[config.mk]
export PLATFORM = sky130hd
export DESIGN_NAME = video_fetch_flat
export DESIGN_NICKNAME = d
export VERILOG_FILES = /design/src/rtl/video_fetch_if.sv /design/src/rtl/video_fetch.sv /design/src/flat_wrapper.sv
export SDC_FILE = /design/constraint.sdc
export NUM_CORES = 1
export LEC_CHECK = 0
export ABC_AREA = 1
export CORE_MARGIN = 4
export CORE_UTILIZATION = 51
export CTS_BUF_LIST = sky130_fd_sc_hd__clkbuf_4
export CTS_CLUSTER_SIZE = 12
export DETAILED_ROUTE_END_ITERATION = 12
export PLACE_DENSITY_LB_ADDON = 0.12
export SYNTH_ARGS = -nofsm -noshare
export SYNTH_HDL_FRONTEND = slang
export SYNTH_SLANG_ARGS = --single-unit
[constraint.sdc]
create_clock -name clk -period 1.8 [get_ports clk]
set_input_delay 0.36 -clock clk [delete_from_list [all_inputs] [get_ports clk]]
set_output_delay 0.36 -clock clk [all_outputs]
set_load 0.005 [all_outputs]
[src/rtl/video_fetch_if.sv]
// video_fetch_if: pixel enable, screen/font RAM read ports and video outputs
interface video_fetch_if;
  logic       pix_ce;
  logic [9:0] scr_a;
  logic [7:0] scr_d;
  logic [9:0] font_a;
  logic [7:0] font_d;
  logic       pixel;
  logic       active;
  logic       hsync;
  logic       vsync;
  logic       frame_int;
  modport master (
    input  pix_ce, scr_d, font_d,
    output scr_a, font_a, pixel, active, hsync, vsync, frame_int
  );
  modport slave (
    output pix_ce, scr_d, font_d,
    input  scr_a, font_a, pixel, active, hsync, vsync, frame_int
  );
endinterface

[src/rtl/video_fetch.sv]
// video_fetch: character-cell video fetcher with raster timing and sync generation
module video_fetch #(
  parameter int H_TOTAL      = 448,
  parameter int V_TOTAL      = 312,
  parameter int H_SYNC_START = 320,
  parameter int H_SYNC_LEN   = 32,
  parameter int V_SYNC_START = 248,
  parameter int V_SYNC_LEN   = 8
) (
  input logic clk,
  input logic reset,
  video_fetch_if.master v
);
  localparam int HW = $clog2(H_TOTAL);
  localparam int VW = $clog2(V_TOTAL);
  logic [HW-1:0] hc, hc_n;
  logic [VW-1:0] vc, vc_n;
  logic [7:0] row, shifter;
  logic [2:0] ph;
  logic inv, hwrap, win;
  // next raster position, and whether the current position lies in the fetch window
  always_comb begin
    hwrap = hc == HW'(H_TOTAL - 1);
    hc_n = hwrap ? '0 : hc + HW'(1);
    vc_n = !hwrap ? vc : (vc == VW'(V_TOTAL - 1)) ? '0 : vc + VW'(1);
    win = hc < HW'(256) && vc < VW'(192);
    ph = hc[2:0];
  end
  // raster counters, cell fetch pipeline, pixel shifter; flags are registered from the next position so they line up with the counters
  always_ff @(posedge clk or posedge reset)
    if (reset) begin
      hc <= '0;
      vc <= '0;
      inv <= 1'b0;
      row <= '0;
      shifter <= '0;
      v.scr_a <= '0;
      v.font_a <= '0;
      v.active <= 1'b0;
      v.hsync <= 1'b0;
      v.vsync <= 1'b0;
      v.frame_int <= 1'b0;
    end else begin
      v.frame_int <= v.pix_ce && hwrap && vc == VW'(191);
      if (v.pix_ce) begin
        hc <= hc_n;
        vc <= vc_n;
        v.active <= hc_n >= HW'(8) && hc_n <= HW'(263) && vc_n < VW'(192);
        v.hsync <= hc_n >= HW'(H_SYNC_START) && hc_n < HW'(H_SYNC_START + H_SYNC_LEN);
        v.vsync <= vc_n >= VW'(V_SYNC_START) && vc_n < VW'(V_SYNC_START + V_SYNC_LEN);
        if (win && ph == 3'd0) v.scr_a <= {vc[7:3], hc[7:3]};
        if (win && ph == 3'd1) begin
          inv <= v.scr_d[7];
          v.font_a <= {v.scr_d[6:0], vc[2:0]};
        end
        if (win && ph == 3'd2) row <= v.font_d;
        shifter <= (win && ph == 3'd7) ? row ^ {8{inv}} : {shifter[6:0], 1'b0};
      end
    end
  assign v.pixel = shifter[7];
endmodule

[src/flat_wrapper.sv]
// flat-port wrapper written by rule: the top's interface ports become plain ports
module video_fetch_flat 
#(
  parameter int H_TOTAL      = 448,
  parameter int V_TOTAL      = 312,
  parameter int H_SYNC_START = 320,
  parameter int H_SYNC_LEN   = 32,
  parameter int V_SYNC_START = 248,
  parameter int V_SYNC_LEN   = 8
)
  (clk, reset, v_pix_ce, v_scr_d, v_font_d, v_scr_a, v_font_a, v_pixel, v_active, v_hsync, v_vsync, v_frame_int);
  video_fetch_if v_i ();
  input logic clk;
  input logic reset;
  input wire logic [$bits(v_i.pix_ce)-1:0] v_pix_ce;
  input wire logic [$bits(v_i.scr_d)-1:0] v_scr_d;
  input wire logic [$bits(v_i.font_d)-1:0] v_font_d;
  output wire logic [$bits(v_i.scr_a)-1:0] v_scr_a;
  output wire logic [$bits(v_i.font_a)-1:0] v_font_a;
  output wire logic [$bits(v_i.pixel)-1:0] v_pixel;
  output wire logic [$bits(v_i.active)-1:0] v_active;
  output wire logic [$bits(v_i.hsync)-1:0] v_hsync;
  output wire logic [$bits(v_i.vsync)-1:0] v_vsync;
  output wire logic [$bits(v_i.frame_int)-1:0] v_frame_int;
  assign v_i.pix_ce = v_pix_ce;
  assign v_i.scr_d = v_scr_d;
  assign v_i.font_d = v_font_d;
  assign v_scr_a = v_i.scr_a;
  assign v_font_a = v_i.font_a;
  assign v_pixel = v_i.pixel;
  assign v_active = v_i.active;
  assign v_hsync = v_i.hsync;
  assign v_vsync = v_i.vsync;
  assign v_frame_int = v_i.frame_int;
  video_fetch #(.H_TOTAL(H_TOTAL), .V_TOTAL(V_TOTAL), .H_SYNC_START(H_SYNC_START), .H_SYNC_LEN(H_SYNC_LEN), .V_SYNC_START(V_SYNC_START), .V_SYNC_LEN(V_SYNC_LEN)) u_core (.clk(clk), .reset(reset), .v(v_i));
endmodule
== Word level (Yosys, flattened, before mapping) ==
Cells that the tools add are included.

* Register bits after elaboration: 59
* Word-level logic and storage cells: 48

* Add/sub/neg operators: 2
* $lt $le $gt $ge: 9
* Eq/ne operators: 6
* Muxes and demuxes: 4
* Bitwise operators: 1
* Reduce and logical (&&, ||, !) cells: 15

{| class="wikitable"
|+ Operators with widths
! operator !! count
|-
| $lt 9x9->1 const B || 3
|-
| $mux 9 || 3
|-
| $add 9x1->9 const B || 2
|-
| $eq 9x9->1 const B || 2
|-
| $lt 9x8->1 const B || 2
|-
| $logic_and 1x1->1 || 11
|-
| $eq 9x8->1 const B || 1
|-
| $ge 9x4->1 const B || 1
|-
| $ge 9x8->1 const B || 1
|-
| $ge 9x9->1 const B || 1
|-
| $le 9x9->1 const B || 1
|-
| $mux 8 || 1
|-
| $xor 8x8->8 || 1
|-
| $reduce_and 2->1 || 3
|-
| $eq 3x1->1 const B || 1
|-
| $eq 3x2->1 const B || 1
|-
| $eq 3x3->1 const B || 1
|-
| $logic_not 3->1 || 1
|}

== Longest topological paths before layout ==
* Depth after elaboration: 5
* Mapped depth: 12
* Mapped depth without buffers: 12

== Worst setup path before layout ==
OpenSTA, ideal clock, no wires.

* Path type: register to register
* Start: reg u_core.hc[0]
* End: reg u_core.shifter[6]
* Setup time: 0.135 ns
* Arrival: 1.464 ns
* Required time: 1.665 ns
* Setup slack: 0.202 ns
* Stages on the path, launching flop included: 8
* Buffers on the path: 1
* Clock period less this slack: 1.598 ns
* Path through: dfrtp_1 > ha_1 > ha_1 > nand4_1 > clkbuf_1 > o21ai_0 > nand2_1 > o21ai_0

* Cells in the longest elaborated chain, start to end: 4
* Elaborated cells between the ends (all ways): 5

{| class="wikitable"
|+ Ends and longest elaborated chain
! what !! line !! RTL
|-
| start: declaration || video_fetch.sv:16 || <nowiki>logic [HW-1:0] hc, hc_n;</nowiki>
|-
| start signal: assignment || video_fetch.sv:46 || <nowiki>hc <= hc_n;</nowiki>
|-
| $lt 9x9->1 || video_fetch.sv:26 || <nowiki>win = hc < HW'(256) && vc < VW'(192);</nowiki>
|-
| $logic_and 1x1->1 || video_fetch.sv:26 ||
|-
| $logic_and 1x1->1 (*) || video_fetch.sv:57 || <nowiki>shifter <= (win && ph == 3'd7) ? row ^ {8{inv}} : {shifter[6:0], 1'b0};</nowiki>
|-
| $mux 8 (*) || video_fetch.sv:57 ||
|-
| end signal: assignment || video_fetch.sv:57 ||
|-
| end: declaration || video_fetch.sv:18 || <nowiki>logic [7:0] row, shifter;</nowiki>
|}

Every way passes the cells marked *; elsewhere a longest branch is shown, timed or not.
A chain may end at the register's enable or synchronous reset.

== Worst setup path in the final report ==
* Start: reg u_core.hc[0]
* End: reg u_core.v.active

* Cells in the longest elaborated chain, start to end: 5
* Elaborated cells between the ends (all ways): 9

{| class="wikitable"
|+ Ends and longest elaborated chain
! what !! line !! RTL
|-
| $add 9x1->9 or $eq 9x9->1 (tied branches) || video_fetch.sv:24, video_fetch.sv:23 ||
|-
| $mux 9 || video_fetch.sv:24 || <nowiki>hc_n = hwrap ? '0 : hc + HW'(1);</nowiki>
|-
| $ge 9x4->1 or $le 9x9->1 (tied branches) || video_fetch.sv:48 || <nowiki>v.active <= hc_n >= HW'(8) && hc_n <= HW'(263) && vc_n < VW'(192);</nowiki>
|-
| $logic_and 1x1->1 || video_fetch.sv:48 ||
|-
| $logic_and 1x1->1 (*) || video_fetch.sv:48 ||
|-
| end signal: assignment || video_fetch.sv:48 ||
|-
| end: declaration || video_fetch_if.sv:15 || <nowiki>output scr_a, font_a, pixel, active, hsync, vsync, frame_int</nowiki>
|}

Marked as above.

==> impl_metrics.toml <==
[clock_tree]
clock-root-buffer = "clkbuf_4"
h-tree-depth = 3
clockBufferDepth = 2
clock-sinks = 59
clk_latency_ns = 0.40
cts_buffers = 9
clk_pin_slew_ns = 0.10
cts_tree = "yes"

[synth]
syn_area_per_cell_um2 = 8.937
yosysSeqAreaShare_pct = 50.06
synth_top_area_share_pct = 50.06
ys_warn_count = 0
synth_nets = 355
ys_types = 30
syn_inst = 330
synth_top_area_cell = "dfrtp_1"
netlist_area_um2 = 2949
synthTopCellsByArea = "dfrtp_1, nand2_1, mux2_2"
ys_seq_elements = 59

[sta]
period_needed_ns = 1.717
fmaxAchievable_mhz = 582.5
max-slew-margin-rel_pct = 71.86
fin_skew_ns = 0.008655
setup_viol = 0
tns_ns = 0
tightest_slew_ns = 0.4221
setup_slack_ns = 0.08326
rsz0062_at_grt = "true"
hold_viol_final = 0
fin_crit_sh_pct = 95.37
slew_viol_final = 0

[final_layout]
fin_area_um2 = 3795
seq_area_um2 = 1476
final_cells = 472
final_cell_mix = "nand2_1, dfrtp_1, clkdlybuf4s50_1"
drive_gt1_share_pct = 19.00
antenna_cells = 0
multi_input_area_um2 = 1346
fill_cells = 456
final_common_cell = "nand2_1"
syn2layout_area_growth_pct = 28.68
nets = 421

[critical_path]
critPathLaunch = "u_core.hc[0]$_DFFE_PP0P_"
cp.arrival_ns = 2.00
ff2ff_path_depth = 10
worstReg2RegEnd = "u_core.v.active$_DFFE_PP0P_"
required_ns = 2.09
start_kind = "flip-flop"
r2r-start = "u_core.hc[0]$_DFFE_PP0P_"
path_class = "reg -> reg"
cp-end-kind = "flip-flop"
worstPathMaxFanout = 6
crit_end = "u_core.v.active$_DFFE_PP0P_"
regToRegSetupSlack_ns = 0.08

[die]
dieArea_um2 = 7063
die_width_um = 84.04
die_y_um = 84.04
start_util_pct = 52.91
io_pins = 44
core_um2 = 5574
num_rows = 27

[routing]
drcViolationCount = 0
ant_nets = 0
vias_per_cell = 5.153
drtIter0Drc = 98
vias = 2432
wl_per_cell_um = 13.06
first_pass_iters = 5
wl_um = 6165

[job]
cap_violations = 0

[hold_path]
worstHoldPathType = "in -> async"

[global_route]
antenna_found_initial = 0
grt_start_max_net_pins = 60
grt_pass1_vias = 2329
grt-ovfl-total = 0
grt_util_all_layers_pct = 18.62
grt_pass1_wl_um = 10420

[power_and_ir_drop]
cell_internal_pwr_uw = 3198
clkPwrFrac_pct = 25.6
seqPwrFrac_pct = 43.1
switching_share_pct = 29.63
p_per_area_nw_per_um2 = 1198
p_total_uw = 4545
irDropWorstVdd_uv = 683.5
combPwrFrac_pct = 31.4
p_leak_uw = 0.001754
p_sw_uw = 1346

[place]
pre_cts_ws_ns = -0.1024
port-buffer-count = 43
dpl-instance-area_um2 = 3593
dp_cells = 457
dpl.hpwl_um = 4452
routabilityCongestion = 0.8792

[run_status]
outcome = "complete, no violations"
[sequential cells by signal (all words and copies together), names as in the netlist]
| register | count |
|---|---|
| u_core.hc | 9 |
| u_core.v.frame_int | 1 |
| u_core.row | 8 |
| u_core.vc | 9 |
| u_core.v.hsync | 1 |
| u_core.v.active | 1 |
| u_core.v.vsync | 1 |
| u_core.inv | 1 |
| u_core.v.scr_a | 10 |
| u_core.v.font_a | 10 |
| u_core.shifter | 8 |
[worst min-delay path by stage]
| stage | from | end | slack, ns |
|---|---|---|---|
| 6_report | reset | u_core.v.vsync$_DFFE_PP0P_ | 0.38 |
| 5_1_grt | reset | u_core.v.vsync$_DFFE_PP0P_ | 0.37 |
| 4_1_cts | reset | u_core.row[1]$_DFFE_PP0P_ | 0.37 |
| 3_5_place_dp | u_core.v.vsync$_DFFE_PP0P_ | u_core.v.vsync$_DFFE_PP0P_ | 0.47 |
| 3_3_place_gp | u_core.shifter[7]$_DFFE_PP0P_ | u_core.shifter[7]$_DFFE_PP0P_ | 0.46 |
| 2_1_floorplan | u_core.shifter[0]$_DFFE_PP0P_ | u_core.shifter[0]$_DFFE_PP0P_ | 0.45 |
[timing repair]
action	4_1_cts	5_1_grt
hold endpoints to repair	0	0
hold buffers	0	0
resized for setup	0	8
setup endpoints to repair	0	4
buffers inserted	0	0
[power groups by stage]
stage	combinational [uW]	clock (uW)	sequential [uW]
2_1_floorplan	767	0	1950
3_3_place_gp	1390	0	1980
3_5_place_dp	1420	0	1980
4_1_cts	1430	1190	1960
5_1_grt	1590	1260	2010
6_report	1430	1160	1960
[stage by stage]
| step | hold WS (ns) | util, % |
|---|---|---|
| floorplan | 0.4533 | - |
| global placement | 0.4631 | 64.47 |
| detailed placement | 0.4654 | 64.47 |
| CTS | 0.3747 | 67.56 |
| global route | 0.3674 | 68.08 |
| finish | 0.3807 | 68.08 |
[synth_stat cells]
| master | count |
|---|---|
| nand2_1 | 75 |
| dfrtp_1 | 59 |
| nor2_1 | 35 |
| nand3_1 | 26 |
| inv_1 | 25 |
| o21ai_0 | 24 |
| mux2_2 | 19 |
| a21oi_1 | 17 |
| xnor2_1 | 7 |
| ha_1 | 6 |
| clkbuf_1 | 4 |
| nor2_4 | 4 |
| buf_4 | 3 |
| nand4_1 | 3 |
| nor2_2 | 3 |
| mux2_1 | 2 |
| nand2_2 | 2 |
| nand3_2 | 2 |
| o21bai_1 | 2 |
| xor2_1 | 2 |
| a32o_1 | 1 |
| buf_1 | 1 |
| buf_2 | 1 |
| buf_6 | 1 |
| inv_2 | 1 |
| nand2_4 | 1 |
| nor4_1 | 1 |
| o21a_1 | 1 |
| o22ai_1 | 1 |
| o31ai_1 | 1 |
[logic make-up (layout without fill, tap and decap cells)]
group / Yosys count / count (layout) / synth area share [%]
AO/OA/AOI/OAI: 47 / 47 / 8.528
multiplexers: 21 / 21 / 8.019
AND/OR/NAND/NOR: 152 / 152 / 22.91
adder cells (fa/ha/maj): 6 / 6 / 2.546
XOR/XNOR: 9 / 9 / 2.673
buffers and inverters: 36 / 106 / 5.260
flip-flops: 59 / 59 / 50.06
[critical path: stages, from the launching register on]
cell and delay [ns]:
dfrtp_1 0.38, ha_2 0.21, nand2_1 0.07, nor2_2 0.13, nand2_1 0.10, nor2_4 0.21, a21oi_2 0.09, nor2_1 0.19
nor2_1 0.07, nand3_1 0.09, nand2_1 0.06
[per-layer routing]
| metal | GRT usage (%) | up-vias | part of all wire (%) |
|---|---|---|---|
| li1 | - | 1214 | - |
| met1 | 23.19 | 1144 | 46 |
| met2 | 30.06 | 63 | 47 |
| met3 | 4.344 | 11 | 5.5 |
| met4 | 9.503 | 0 | 2.0 |
| met5 | 0 | - | 0 |
[final cells by class]
class / instances / area share (%)
timing repair buffer: 65 / 16.02
sequential: 59 / 38.91
multi-input combinational: 235 / 35.48
clock buffer: 9 / 1.780
inverter: 26 / 2.671
clock inverter: 6 / 2.770
tap: 72 / 2.374
Note: power is estimated with default switching activity, not from simulation.
